[src/rtl/gpio_pkg.sv]
// gpio_pkg: AVR-style register offsets, GPIO base address and word-address helper
package gpio_pkg;

   localparam logic [31:0] GPIO_BASE   = 32'h1000_0000;

   localparam logic [7:0]  GPIOB_PINB  = 8'h23;
   localparam logic [7:0]  GPIOB_DDRB  = 8'h24;
   localparam logic [7:0]  GPIOB_PORTB = 8'h25;
   localparam logic [7:0]  GPIOC_PINC  = 8'h26;
   localparam logic [7:0]  GPIOC_DDRC  = 8'h27;
   localparam logic [7:0]  GPIOC_PORTC = 8'h28;
   localparam logic [7:0]  GPIOD_PIND  = 8'h29;
   localparam logic [7:0]  GPIOD_DDRD  = 8'h2A;
   localparam logic [7:0]  GPIOD_PORTD = 8'h2B;

   // Word address (byte address >> 2) of a register at base + offset
   function automatic logic [29:0] word_of(input logic [31:0] base, input logic [7:0] off);
      return 30'((base + 32'(off)) >> 2);
   endfunction

endpackage

[src/rtl/gpio_port.sv]
// gpio_port: one 8-bit port with DDR/PORT registers and a 2-flop pad synchronizer
module gpio_port
   import gpio_pkg::*;
(
   input  logic       clk,
   input  logic       rst_n,
   input  logic       ddr_we_i,
   input  logic [7:0] ddr_d_i,
   input  logic       port_we_i,
   input  logic [7:0] port_d_i,
   input  logic [7:0] pad_i,
   output logic [7:0] pin_o,
   output logic [7:0] ddr_o,
   output logic [7:0] port_o
);

   logic [7:0] ddr_q, ddr_d, port_q, port_d, sync1_q, sync2_q;

   // Byte-enabled next state for the direction and output registers
   always_comb begin
      ddr_d  = ddr_we_i  ? ddr_d_i  : ddr_q;
      port_d = port_we_i ? port_d_i : port_q;
   end

   // Register state; pads are asynchronous so they pass through two flops
   always_ff @(posedge clk or negedge rst_n) begin
      if (!rst_n) begin
         ddr_q   <= 8'h00;
         port_q  <= 8'h00;
         sync1_q <= 8'h00;
         sync2_q <= 8'h00;
      end else begin
         ddr_q   <= ddr_d;
         port_q  <= port_d;
         sync1_q <= pad_i;
         sync2_q <= sync1_q;
      end
   end

   assign pin_o  = sync2_q;
   assign ddr_o  = ddr_q;
   assign port_o = port_q;

endmodule

[src/rtl/gpio.sv]
// gpio: bus slave decoding three AVR-style GPIO ports (B, C, D) onto a 32-bit word bus
module gpio
   import gpio_pkg::*;
#(
   parameter logic [31:0] BASE_ADDR = GPIO_BASE
) (
   input  logic        clk,
   input  logic        rst_n,
   input  logic        mem_valid,
   input  logic [31:0] mem_addr,
   input  logic [31:0] mem_wdata,
   input  logic [3:0]  mem_wstrb,
   output logic [31:0] mem_rdata,
   output logic        mem_ready,
   input  logic [7:0]  gpio_pin_in_b,
   output logic [7:0]  gpio_pin_out_b,
   output logic [7:0]  gpio_pin_dir_b,
   input  logic [7:0]  gpio_pin_in_c,
   output logic [7:0]  gpio_pin_out_c,
   output logic [7:0]  gpio_pin_dir_c,
   input  logic [7:0]  gpio_pin_in_d,
   output logic [7:0]  gpio_pin_out_d,
   output logic [7:0]  gpio_pin_dir_d
);

   logic       hit0, hit1, hit2, wr, unused_addr;
   logic [7:0] pin_b, ddr_b, port_b, pin_c, ddr_c, port_c, pin_d, ddr_d, port_d;

   assign unused_addr = ^mem_addr[1:0];

   // Word 0x20 holds PINB, 0x24 DDRB..DDRC, 0x28 PORTC..PORTD
   assign hit0      = mem_addr[31:2] == word_of(BASE_ADDR, GPIOB_PINB);
   assign hit1      = mem_addr[31:2] == word_of(BASE_ADDR, GPIOB_DDRB);
   assign hit2      = mem_addr[31:2] == word_of(BASE_ADDR, GPIOC_PORTC);
   assign mem_ready = mem_valid && (hit0 || hit1 || hit2);
   assign wr        = mem_ready;

   gpio_port u_port_b (
      .clk, .rst_n,
      .ddr_we_i  (wr && hit1 && mem_wstrb[0]), .ddr_d_i  (mem_wdata[7:0]),
      .port_we_i (wr && hit1 && mem_wstrb[1]), .port_d_i (mem_wdata[15:8]),
      .pad_i     (gpio_pin_in_b), .pin_o (pin_b), .ddr_o (ddr_b), .port_o (port_b)
   );

   gpio_port u_port_c (
      .clk, .rst_n,
      .ddr_we_i  (wr && hit1 && mem_wstrb[3]), .ddr_d_i  (mem_wdata[31:24]),
      .port_we_i (wr && hit2 && mem_wstrb[0]), .port_d_i (mem_wdata[7:0]),
      .pad_i     (gpio_pin_in_c), .pin_o (pin_c), .ddr_o (ddr_c), .port_o (port_c)
   );

   gpio_port u_port_d (
      .clk, .rst_n,
      .ddr_we_i  (wr && hit2 && mem_wstrb[2]), .ddr_d_i  (mem_wdata[23:16]),
      .port_we_i (wr && hit2 && mem_wstrb[3]), .port_d_i (mem_wdata[31:24]),
      .pad_i     (gpio_pin_in_d), .pin_o (pin_d), .ddr_o (ddr_d), .port_o (port_d)
   );

   // Lane mux; PINx lanes are read-only and unmapped lanes or misses read zero
   always_comb begin
      mem_rdata = hit0 ? {pin_b, 24'h0} :
                  hit1 ? {ddr_c, pin_c, port_b, ddr_b} :
                  hit2 ? {port_d, ddr_d, pin_d, port_c} : 32'h0;
   end

   assign gpio_pin_out_b = port_b;
   assign gpio_pin_dir_b = ddr_b;
   assign gpio_pin_out_c = port_c;
   assign gpio_pin_dir_c = ddr_c;
   assign gpio_pin_out_d = port_d;
   assign gpio_pin_dir_d = ddr_d;

endmodule

[config.mk]
export PLATFORM = sky130hd
export DESIGN_NAME = gpio
export DESIGN_NICKNAME = d
export VERILOG_FILES = /design/src/rtl/gpio_pkg.sv /design/src/rtl/gpio_port.sv /design/src/rtl/gpio.sv
export SDC_FILE = /design/constraint.sdc
export NUM_CORES = 1
export LEC_CHECK = 0
export BUFFER_PORTS_ARGS = -buffer_cell sky130_fd_sc_hd__buf_2
export CAP_MARGIN = 20
export CORE_UTILIZATION = 40
export CTS_CLUSTER_DIAMETER = 60
export DETAILED_ROUTE_END_ITERATION = 7
export PLACE_DENSITY = 0.7
export REMOVE_ABC_BUFFERS = 1
export SYNTH_ARGS = -nofsm -noshare
export SYNTH_HDL_FRONTEND = slang
export SYNTH_SLANG_ARGS = --single-unit
[constraint.sdc]
create_clock -name clk -period 1.8 [get_ports clk]
set_clock_uncertainty 0.15 [all_clocks]
set_input_delay 0 -clock clk [delete_from_list [all_inputs] [get_ports clk]]
set_output_delay 0 -clock clk [all_outputs]
set_load 0.05 [all_outputs]
==> results.py <==
metrics = {
    "finish": {
        "num_antenna_cells": 0,
        "area_growth_syn_to_layout_pct": 51.44,
        "finalInstanceArea_um2": 5779,
        "drive_gt1_frac": 0.5205,
        "final_net_count": 603,
    },
    "sta": {
        "hold_violations": 0,
        "worst_pin_slew_ns": 0.4204,
        "slew_viol_final": 0,
        "period_share": 0.9461,
        "finalSetupViolCount": 0,
        "max_freq_mhz": 587.2,
        "fin_crit_ns": 1.703,
        "slew-limit-headroom": 0.7197,
        "rsz0062_at_grt": "no",
    },
    "die": {
        "fp.dieH_um": 99.68,
        "initial_utilization": 0.4130,
        "core_area_um2": 9240,
        "fp-row-count": 35,
        "die-area_um2": 9935,
        "die_w_um": 99.68,
        "io_pins": 176,
    },
    "flow_run": {
        "cap_violations": 0,
    },
    "status": {
        "status": "finished, final reports clean",
    },
    "synth": {
        "ys_ff_latch": 96,
        "synth-main-ff-cell": "dfrtp_1",
        "yosys-top-cells-count": "dfrtp_1, nor2_1, mux2_2",
        "synth_cell_types": 22,
        "syn-cell-area_um2": 3816,
        "ys_seq_area_frac": 0.6295,
        "synth_edf_count": 0,
        "async_flop_share": 1.000,
        "postSynthCellCount": 263,
        "synth_warnings": 0,
        "synth.most_common_cell": "dfrtp_1",
        "synth_area_leader_cell": "dfrtp_1",
        "syn_area_per_cell_um2": 14.51,
        "netlist.area_leader.share": 0.6295,
        "synthTopCellsByArea": "dfrtp_1, mux2_2, nor4_4",
    },
    "global_routing": {
        "grt.total_usage": 0.2039,
        "antenna_found_initial": 0,
        "grt_pass1_wl_mm": 15.53,
        "grt_max_degree": 44,
        "gr-total-overflow": 0,
        "first_global_vias": 3104,
    },
    "clock_tree": {
        "cts_inserted_buffers": 9,
        "clock_latency_ns": 0.36,
        "cts_tree": "built",
        "ctsResizeCount": 0,
        "clock-root-buffer": "clkbuf_8",
        "clock_path_buffers": 2,
        "cts.sinks": 96,
        "cts_hold_buffers": 58,
        "cts_setup_buffers": 0,
        "clk_pin_slew_worst_paths_ns": 0.10,
        "htreeDepth": 3,
    },
    "worst_setup_path": {
        "cp.required_ns": 1.65,
        "critical_path.max_fanout": 25,
        "worstPathArrival_ns": 1.55,
        "path_class": "input port to output port",
        "endpoint_kind": "output port",
        "startpoint_type": "input port",
    },
    "drt": {
        "first_iter_violations": 66,
        "wl_per_cell_um": 15.12,
        "wl_mm": 9.710,
        "first_pass_iters": 4,
        "vias_per_cell": 4.729,
        "num_vias": 3036,
        "drc": 0,
        "final_antenna_net_count": 0,
    },
    "power": {
        "peakVddDrop_mv": 0.5029,
        "power.total_uw": 3953,
        "power.leakage_uw": 0.002984,
        "power.density_cell_area_nw_per_um2": 683.9,
    },
    "placed_design": {
        "place.gp.congestion": 0.7543,
        "place_hpwl_mm": 6.665,
        "dpl_cell_area_um2": 5002,
        "port_buffers": 173,
    },
    "min_path": {
        "hold_path.class": "input port to register",
    },
}
worst max-delay path: stages:
cell and delay [ns]:
buf_2 0.11, nor4_4 0.31, nand4_4 0.14, or2_2 0.37, buf_12 0.18, nor2_1 0.14, buf_2 0.28
cell usage in the layout, fill, tap and decap left out:
cell type,synthesis,routed
nand2b_1,2,2
nor4b_2,1,1
nor4_2,2,2
mux2_1,4,4
a211oi_1,1,1
nand4_4,1,1
mux2_4,8,8
nand3_2,1,1
or2_2,1,1
inv_1,1,1
inv_8,0,2
nor4b_4,1,1
clkinv_8,0,1
a22oi_1,24,24
mux2i_1,8,8
nand2_1,4,4
dfrtp_1,96,96
inv_6,0,3
clkbuf_8,0,9
mux2_2,36,36
clkinvlp_4,0,1
dlygate4sd3_1,0,58
buf_4,0,11
nor2b_4,0,1
nor4_4,9,9
buf_12,0,6
a21oi_1,8,8
buf_2,0,172
nor2_1,40,40
nor2b_2,0,1
final timing paths:
kind | from | to | slack, ns | cells past startpoint
setup / recovery | mem_addr[14] | mem_rdata[12] | 0.1 | 7
hold / removal | mem_wstrb[2] | u_port_d.ddr_o[5] | 0.11 | 5
setup reg to reg | u_port_c.ddr_o[4] | u_port_c.ddr_o[4] | 0.83 | 1
hold reg to reg | u_port_d.sync1_q[7] | u_port_d.pin_o[7] | 0.20 | 0
max in group asynchronous | rst_n | u_port_c.pin_o[5] | 0.35 | 4
min in group asynchronous | rst_n | u_port_b.sync1_q[6] | 0.50 | 3
per-layer routing:
| layer | global-route usage | wire length (um) | up-vias |
|---|---|---|---|
| li1 | - | - | 1422 |
| met3 | 0.04568 | 537 | 9 |
| met4 | 0.06900 | 139 | 0 |
| met2 | 0.3480 | 4893 | 118 |
| met1 | 0.2560 | 4140 | 1487 |
| met5 | 0 | 0 | - |
report_power, final:
part / internal, uW / total (uW) / leakage, uW / switching (uW)
Sequential: 2210 / 2220 / 0.00123 / 14.4
Clock: 548 / 1370 / 0.0000974 / 822
Combinational: 194 / 359 / 0.00166 / 165
registers in the layout (all words and copies together), names as in the netlist:
name and cells:
u_port_b.pin_o 8, u_port_b.port_o 8, u_port_b.sync1_q 8, u_port_d.pin_o 8, u_port_d.sync1_q 8, u_port_b.ddr_o 8, u_port_c.port_o 8, u_port_c.pin_o 8
u_port_c.ddr_o 8, u_port_d.port_o 8, u_port_d.ddr_o 8, u_port_c.sync1_q 8
cell families after synthesis:
kind of cell	after synthesis	share of synthesized area
AOI/OAI and AO/OA	33	0.05967
buffers and inverters	14	0.01377
DFF	96	0.6295
muxes	56	0.1705
and+or+nand+nor	64	0.1266
per-stage QoR:
stage / hold slack, ns / setup TNS (ns) / instances / utilization / setup slack (ns)
after floorplan: -0.4456 / -20.66 / 250 / - / -0.7028
after global placement: -0.1898 / -1.176 / 568 / 0.5414 / -0.03334
after detailed placement: -0.1874 / -2.308 / 568 / 0.5414 / -0.09375
after CTS: 0.08392 / 0 / 642 / 0.6255 / 0.09762
after global routing: 0.1062 / 0 / 642 / 0.6255 / 0.03918
final: 0.1090 / 0 / 642 / 0.6255 / 0.09708
layout make-up:
class | instances | area [um2]
clock buffer | 9 | 123.9
clock inverter | 7 | 72.57
fill | 720 | 3461
inverter | 1 | 3.754
multi-input combinational | 153 | 1371
sequential | 96 | 2402
tap | 129 | 161.4
timing repair buffer | 247 | 1644
Power figures use the tool's default switching activity.
